==> src/rtl/adder_core.sv <==
// Registered ripple-carry adder: WIDTH full-adder cells feeding a one-cycle
// output stage with carry-out, signed overflow and zero flags.
module adder_core #(
    parameter int WIDTH = 1
) (
    input  logic             clk,
    input  logic             rst,
    input  logic [WIDTH-1:0] a,
    input  logic [WIDTH-1:0] b,
    input  logic             cin,
    output logic [WIDTH-1:0] out,
    output logic             cout,
    output logic             ovf,
    output logic             zero
);

    logic [WIDTH:0]   carry;
    logic [WIDTH-1:0] sum_d;
    logic             cout_d;
    logic             ovf_d;
    logic             zero_d;

    logic [WIDTH-1:0] out_q;
    logic             cout_q;
    logic             ovf_q;
    logic             zero_q;

    assign carry[0] = cin;

    // One full-adder cell per bit; each carry feeds the next cell.
    for (genvar i = 0; i < WIDTH; i++) begin : g_cell
        assign sum_d[i]     = a[i] ^ b[i] ^ carry[i];
        assign carry[i + 1] = (a[i] & b[i]) | (carry[i] & (a[i] ^ b[i]));
    end

    assign cout_d = carry[WIDTH];
    assign ovf_d  = carry[WIDTH] ^ carry[WIDTH-1];
    assign zero_d = ~|sum_d;

    // Zero is taken from the fresh sum so it lines up with out.
    always_ff @(posedge clk) begin
        if (rst) begin
            out_q  <= '0;
            cout_q <= 1'b0;
            ovf_q  <= 1'b0;
            zero_q <= 1'b1;
        end else begin
            out_q  <= sum_d;
            cout_q <= cout_d;
            ovf_q  <= ovf_d;
            zero_q <= zero_d;
        end
    end

    assign out  = out_q;
    assign cout = cout_q;
    assign ovf  = ovf_q;
    assign zero = zero_q;

endmodule

==> config.mk <==
export PLATFORM = sky130hd
export DESIGN_NAME = adder_core
export DESIGN_NICKNAME = d
export VERILOG_FILES = /design/src/rtl/adder_core.sv
export SDC_FILE = /design/constraint.sdc
export NUM_CORES = 1
export LEC_CHECK = 0
export CAP_MARGIN = 20
export CORE_AREA = 3 3 40 42
export DETAILED_ROUTE_END_ITERATION = 7
export DIE_AREA = 0 0 43 45
export PLACE_DENSITY = 0.33
export SLEW_MARGIN = 20
export SYNTH_ARGS = -nofsm -noshare
export SYNTH_HDL_FRONTEND = slang
export SYNTH_SLANG_ARGS = --single-unit
==> constraint.sdc <==
create_clock -name clk -period 2 [get_ports clk]
set_input_delay 0.2 -clock clk [delete_from_list [all_inputs] [get_ports clk]]
set_output_delay 0.2 -clock clk [all_outputs]
set_load 0.01 [all_outputs]
# Word level (Yosys, flattened, before mapping)
# Index checks and enable logic that the tools add are counted.
# word_totals
word_cells	11
inputBits	5
reg_bits	4
output_inout_bits	4
# op_classes
bitwise	6
n_reduce_logical	1
# ops
cell	count
$xor 1x1->1	3
$and 1x1->1	2
$logic_not 1->1	1
$or 1x1->1	1

# Depth between registers and ports, before layout
# depth
word_depth	4
mapped_depth	4
depth_no_buf	4

# Worst setup path after synthesis
# Ideal clock, no wire load.
# synth_path
path_kind	input -> register
from	input port a
to	register zero_q (netlist: zero)
arrival_ps	943
stages	3
setup_time_ps	123
path_slack_ps	934
path_buffers	0
required_ps	1877
cell_sequence	inv_1 fa_1 or2_4
# synth_via
elab_chain_cells	3
# synth_rtl
element	line	text
from (decl)	8	input logic [WIDTH-1:0] a,
$xor 1x1->1 (2 in series)	32	assign sum_d[i] = a[i] ^ b[i] ^ carry[i];
$logic_not 1->1	38	assign zero_d = ~|sum_d;
net zero_d	21	logic zero_d;
to (signal assigned)	51	zero_q <= zero_d;
to (decl)	26	logic zero_q;
# The timed path passes the listed nets, and every way through them passes these cells.
# A chain may end at the register's enable or synchronous reset.

# Final worst setup path
# layout_path
from	input port cin
to	register zero_q (netlist: zero)
# layout_via
elab_chain_cells	2
# layout_rtl
element	line	text
from (decl)	10	input logic cin,
$xor 1x1->1	32	
$logic_not 1->1	38	
net zero_d	21	
# The timed path passes the listed nets, and every way through them passes these cells.

==> flow_metrics.tcl <==
set metrics [dict create \
    synth_cell_types 7 \
    cts_hold_buf 0 \
    cts_tree "done" \
    hold_path_class "input port to register" \
    io_buffer_count 8 \
    drcViolationCount 0 \
    wl_um 246 \
    cts_resized 0 \
    hold_violations 0 \
    grt-ovfl-total 0 \
    worst_ep_required_time_ps 2110 \
    drt_pass1_iterations 1 \
    cp_max_fo 2 \
    cts_max_level 1 \
    grt_first_pass_wirelength_um 427 \
    slew_headroom 0.918 \
    postSynthAreaPerCell_um2 10.8 \
    antenna_found_initial 0 \
    ys_seq_elements 4 \
    holdPathStages 2 \
    cts_buffer_depth 2 \
    ir_drop_v 0.000118 \
    worstSetupStartpointType "input port" \
    layout_commonest_cell "clkdlybuf4s50_1" \
    most-common-layout-cells "clkdlybuf4s50_1 (8), dfxtp_1 (4), inv_1 (3), clkbuf_4 (3), nor2_1 (2)" \
    fp.dieW_um 43 \
    core-area_um2 1280 \
    slew_violations 0 \
    drive_gt1_frac 0.208 \
    n_fill_cell 142 \
    grt_max_degree 4 \
    finalCritPeriodShare 0.656 \
    startpoint "cin" \
    netlist_area_um2 140 \
    gp_congestion 0.629 \
    routed_via_density 2.87 \
    rows 13 \
    syn_nets 19 \
    root_buffer "clkbuf_4" \
    ys_warn_count 0 \
    endpoint "zero" \
    dieArea_um2 1940 \
    cp-end-kind "register" \
    antenna_cells 0 \
    cts_buffers 3 \
    setup_violations 0 \
    worst_pin_slew_ps 122 \
    grt_pass1_vias 122 \
    p_leak_nw 0.119 \
    maxCapViolations 0 \
    start_util 0.109 \
    nets 32 \
    post-cts-setup-buffer-count 0 \
    vias 112 \
    rsz0062_at_grt "no" \
    min_period_ps 1310 \
    cts.sinks 4 \
    status "finished, final reports clean" \
    cts.clk_slew.worst_paths_ps 30 \
    tns_ps 0 \
    synthCells 13 \
    area.growth.synth_to_final_pct 86.6 \
    die_h_um 45 \
    numPlacedInstances 36 \
    max_freq_mhz 762 \
    arrival_ps 1430 \
    hpwl_um 209 \
    io_pins 9 \
    ant_nets 0 \
    drt_iter0_markers 0 \
    track_usage 0.0393 \
    worstSetupPathType "input port to register" \
    power_density_nw_per_um2 867 \
    hold_slack_ps 552 \
    stdcell_count 39 \
    routedWlPerCell_um 6.31 \
    seq_area_frac_synth 0.571 \
]
## synthesized netlist by cell type
master	number	area, um2
dfxtp_1	4	80.1
or2_4	1	8.76
fa_1	1	20.0
inv_1	3	11.3
nor2_1	2	7.51
xor2_1	1	8.76
inv_2	1	3.75
## worst min path at each step
stage | start | endpoint | slack [ps]
after detailed placement | rst | cout | 790
after CTS | rst | cout | 550
after global routing | rst | cout | 570
after global placement | rst | cout | 790
final | rst | cout | 550
after floorplan | rst | cout | 270
## cell families after synthesis
logic type / count (synthesis) / share of synthesized area
and+or+nand+nor: 3 / 0.116
buffers and inverters: 4 / 0.107
xor gates and xnor gates: 1 / 0.0625
DFF: 4 / 0.571
adders and majority gates: 1 / 0.143
## power by group
group          internal [mW]  switching [mW]  total, mW
registers             0.0878         0.00171     0.0895
logic                 0.0257          0.0144     0.0401
clock network         0.0669          0.0301     0.0970
total                  0.180          0.0462      0.227
## registers in the layout, indices dropped and copies added (netlist names)
register,cells
out,1
cout,1
zero,1
ovf,1
## metal layers
| metal | wire, um | vias to the layer above | track usage |
|---|---|---|---|
| li1 | - | 57 | - |
| met1 | 82 | 42 | 0.0243 |
| met2 | 90 | 11 | 0.0449 |
| met3 | 58 | 2 | 0.0279 |
| met4 | 15 | 0 | 0.0904 |
| met5 | 0 | - | 0 |
## layout make-up
| type | count | area [um2] | area share |
|---|---|---|---|
| Multi-Input combinational cell | 5 | 45.0 | 0.172 |
| Tap cell | 15 | 18.8 | 0.0718 |
| Clock buffer | 3 | 22.5 | 0.0861 |
| Sequential cell | 4 | 80.1 | 0.306 |
| Inverter | 4 | 15.0 | 0.0574 |
| Timing Repair Buffer | 8 | 80.1 | 0.306 |
## metrics by stage
step	power [mW]	util	setup WS, ps	cell area (um2)
final	0.227	0.204	688	262
after detailed placement	0.132	0.186	443	239
after global routing	0.237	0.204	645	262
after CTS	0.234	0.204	692	262
after floorplan	0.107	-	934	140
after global placement	0.131	0.186	457	239
## worst max-delay path, cell delays in order
cell and delay [ps]:
clkdlybuf4s50_1 490, inv_1 60, fa_1 420, or2_4 260
Note: power is estimated with default switching activity, not from simulation.
==> RTL change 1 (config.mk and constraints unchanged) <==
Make the reset (`rst`) asynchronous in one clocked block.
--- a/src/rtl/adder_core.sv
+++ b/src/rtl/adder_core.sv
@@ -38,7 +38,7 @@
     assign zero_d = ~|sum_d;
 
     // Zero is taken from the fresh sum so it lines up with out.
-    always_ff @(posedge clk) begin
+    always_ff @(posedge clk or posedge rst) begin
         if (rst) begin
             out_q  <= '0;
             cout_q <= 1'b0;
Check against the original RTL: differs if rst is asserted again (counterexample within 4 cycles, from zero or initial values and one cycle with rst high); with rst held inactive, the same outputs for 10 cycles.
==> RTL change 1 against the unedited design <==
- wire length shrank 2.8%
- sequential cell count is the same
- worst hold slack lost 0.40 ns
- first-iteration DRC count is the same
- total power grew 10%
- setup slack lost 0.14 ns
- synthesized area grew 8.9%
- combinational power grew 16%
- utilization grew 1.3 points
- sequential power grew 7.2%
- critical path depth shrank 3
- cell area grew 6.2%
- global-route usage shrank 1.1 points
- highest routed layer is now met3
==> RTL change 1: results (changes against the unedited design) <==
Outcome
  – Status: completed (unchanged)

Clock tree
  – Post-cts resize count: 0 (unchanged)
  – Clock root buffer: clkbuf_4 (unchanged)
  – Total clock buffers created by CTS: 3 (unchanged)
  – Buffers inserted by post-CTS timing repair: 0 (unchanged)
  – Max clock buf depth: 2 (unchanged)
  – Reg clk slew, reported paths: 0.04 ns
  – Level count of the clock H-tree: 1 (unchanged)

Placed design
  – Post-place instance area: 251.5 um^2 (was 239.0 um^2)
  – Post-Place Setup Slack: 0.5479 ns (was 0.4435 ns)
  – Port Buffer Count: 8 (unchanged)
  – Half-perimeter wire length after placement: 199.1 um (was 209.1 um)
  – Routability congestion estimate from global placement: 0.5913 (was 0.6285)
  – Dpl cells: 35 (was 36)

Logic synthesis
  – Post-synthesis async set-or-reset flop share: 1.000 (was 0)
  – Number of nets produced by synthesis: 18 (was 19)
  – Unique cell type count in the Yosys netlist: 5 (was 7)
  – Largest cells by area after synthesis: dfrtp_1 (49%), dfstp_2 (17%), inv_1 (15%) (was dfxtp_1 (57%), fa_1 (14%), inv_1 (8.0%))
  – Synth warnings: 0 (unchanged)
  – Cell types with the highest counts after synthesis: inv_1 (6), dfrtp_1 (3), dfstp_2 (1), fa_1 (1), xnor2_1 (1) (was dfxtp_1 (4), inv_1 (3), nor2_1 (2))
  – Sequential element share of the synthesized area: 0.6639 (was 0.5714)
  – Dominant register cell in the synthesized netlist: dfrtp_1 (was dfxtp_1)
  – Number of cells produced by synthesis: 12 (was 13)

Routing
  – Total wire length after detailed routing: 239 um (was 246 um)
  – 1st-iter DRT viols: 0 (unchanged)
  – Via count normalized by instance count: 2.692 (was 2.872)
  – Vias post-DR: 105 (was 112)
  – Length of the first detailed-routing pass in iterations: 1 (unchanged)

Global routing
  – Met2 track demand over resource in global routing: 0.03593 (was 0.04491)
  – M1 GR Usage: 0.02457 (was 0.02433)
  – Met3 usage: 0 (was 0.02789)
  – Global Route Usage Sum: 0.02850 (was 0.03926)
  – Wire length of the first global-routing pass: 345 um (was 427 um)
  – Largest net degree at the start of global routing: 5 (was 4)
  – Initial antenna violation count: 0 (unchanged)

Worst setup path
  – Delay-heaviest family, CP: buffers and inverters (unchanged)
  – Max stage delay cell, worst path: clkdlybuf4s50_1 (unchanged)
  – Arrival time reported for the critical path endpoint: 1.25 ns (was 1.43 ns)
  – Slowest cell delay on critical path: 0.52 ns (was 0.49 ns)
  – Critical-path maximum fanout: 1 (was 2)

Cells and area
  – Total inserted antenna cells: 0 (unchanged)
  – Final-layout fill cell count: 141 (was 142)
  – NumNets Final: 31 (was 32)
  – Share of cells above drive strength 1: 0.1667 (was 0.2083)

Power and ir drop
  – Reported leakage power: 0.1331 nW (was 0.1189 nW)
  – Maximum resistive drop on vdd: 0.1510 mV (was 0.1176 mV)

Hold path
  – Worst hold-check path type: in2async (was in2reg)

Timing
  – Relative slew margins: 0.9077 (was 0.9183)
[RTL change 1: routing by layer]
layer  wire (um)  up-vias
li1            -       53
met1          78       44
met2         118        8
met3          41        0
met4           0        0
met5           0        -
[RTL change 1: final cells by class]
| cell class | instances | area (um^2) | area share |
|---|---|---|---|
| repair buffers | 8 | 80.08 | 0.2883 |
| well taps | 15 | 18.77 | 0.06757 |
| multi-input cells | 2 | 28.78 | 0.1036 |
| flip-flops and latches | 4 | 101.3 | 0.3649 |
| clock buffers | 4 | 26.28 | 0.09459 |
| inverters | 6 | 22.52 | 0.08108 |
[RTL change 1: path summary, 6_finish.rpt]
check / cells past startpoint / slack (ns) / to / startpoint
max: 1 / 0.55 / zero / zero
min: 2 / 0.15 / ovf / rst
max in group asynchronous: 2 / 1.62 / zero / rst
min in group clk: 2 / 0.57 / ovf / cin
[RTL change 1: cell families after synthesis]
group | share of synthesized area
buffers and inverters | 0.1475
DFF | 0.6640
adders and majority gates | 0.1312
xor gates and xnor gates | 0.05739
[RTL change 1: power breakdown]
| group | leakage (nW) | internal (mW) | switching, mW |
|---|---|---|---|
| combinational | 0.0726 | 0.0291 | 0.0173 |
| sequential | 0.0455 | 0.0937 | 0.00220 |
| clock | 0.0150 | 0.0748 | 0.0321 |
| total | 0.133 | 0.198 | 0.0516 |
==> RTL change 2 (same flow settings) <==
Made on the original files. Remove the register `ovf_q`: a continuous assignment takes its place, so the output `ovf` follows one clock earlier.
--- a/src/rtl/adder_core.sv
+++ b/src/rtl/adder_core.sv
@@ -42,15 +42,15 @@
         if (rst) begin
             out_q  <= '0;
             cout_q <= 1'b0;
-            ovf_q  <= 1'b0;
             zero_q <= 1'b1;
         end else begin
             out_q  <= sum_d;
             cout_q <= cout_d;
-            ovf_q  <= ovf_d;
             zero_q <= zero_d;
         end
     end
+
+    assign ovf_q = ovf_d;
 
     assign out  = out_q;
     assign cout = cout_q;
Function: changed (a bounded check fails within 4 cycles, from zero or initial values and one cycle with rst high).
==> RTL change 2 against the unedited design <==
- synthesized area decreased by 19%
- sequential cell count decreased by 1
- setup slack got worse by 0.53 ns
- die area unchanged
- cell area decreased by 6.2%
- synthesized cell count decreased by 15%
- first-iteration DRC count unchanged
- utilization decreased by 1.3 points
- combinational power about the same
- total power decreased by 5.7%
- sequential share of layout area decreased by 6.1 points
- cell count unchanged
- wire length increased by 5.7%
- highest routed layer unchanged
==> RTL change 2: results (changes against the unedited design) <==
Power and ir drop
  – Clock group share of total power: 0.498 (was 0.428)
  – Reported leakage power: 0.1083 nW (was 0.1189 nW)
  – Portion of total power attributed to combinational logic: 0.188 (was 0.177)

Cells and area
  – Number of logic inverters in the finished layout: 3 (was 4)
  – Final-layout fill cell count: 136 (was 142)
  – Final core utilization: 0.1908 (was 0.2035)
  – Number of non-clock buffers: 9 (was 8)
  – Multi-input logic area: 42.54 um^2 (was 45.04 um^2)
  – Share of cells above drive strength 1: 0.1667 (was 0.2083)
  – Clock-cell share of area: 0.1071 (was 0.08612)
  – NumNets Final: 31 (was 32)
  – Layout buffering overhead excluding clock cells: 0.3520 (was 0.3062)

Clock tree
  – Sinks on the clock net: 3 (was 4)

Timing
  – Final worst path period share: 0.9185 (was 0.6558)
  – Relative slew margins: 0.9069 (was 0.9183)
  – Worst Hold Margin: 0.5200 ns (was 0.5522 ns)

Logic synthesis
  – Sequential element share of the synthesized area: 0.5275 (was 0.5714)
  – Synth Area per Inst: 10.35 um^2 (was 10.78 um^2)
  – Largest cells by area after synthesis: dfxtp_1 (53%), fa_1 (18%), inv_1 (9.9%) (was dfxtp_1 (57%), fa_1 (14%), inv_1 (8.0%))
  – Number of nets produced by synthesis: 17 (was 19)

Placed design
  – Routability congestion estimate from global placement: 0.5874 (was 0.6285)
  – Post-place instance area: 220.2 um^2 (was 239.0 um^2)
  – Post-Place Setup Slack: -0.1264 ns (was 0.4435 ns)

Worst setup path
  – Arrival time reported for the critical path endpoint: 1.64 ns (was 1.43 ns)
  – Slowest cell delay on critical path: 0.46 ns (was 0.49 ns)

Outcome
  – Status: completed (unchanged)

Global routing
  – Via count of the first global-routing pass: 119 (was 122)
  – Wire length of the first global-routing pass: 400 um (was 427 um)

Routing
  – Via count normalized by instance count: 2.718 (was 2.872)
## RTL change 2: cell count changes after synthesis, sizes merged
| cell | delta |
|---|---|
| dfxtp | -1 |
| inv | -1 |
| xnor2 | +1 |
| xor2 | -1 |
## RTL change 2: layer usage
metal | track usage | wire (um) | up-vias | part of all wire
met3 | 0.03984 | 53 | 2 | 0.20
met4 | 0.09036 | 14 | 0 | 0.054
met1 | 0.02892 | 105 | 38 | 0.40
met2 | 0.03293 | 86 | 11 | 0.33
met5 | 0 | 0 | - | 0
li1 | - | - | 55 | -
## RTL change 2: cell families after synthesis
| family | count (synthesis) |
|---|---|
| xor+xnor | 1 |
| fa+ha+maj | 1 |
| flops | 3 |
| buf+inv | 3 |
| simple gates | 3 |
## RTL change 2: path summary, 6_finish.rpt
kind / startpoint / cells after the start / end
worst min-delay path: rst / 2 / out
worst max-delay path: a / 5 / ovf
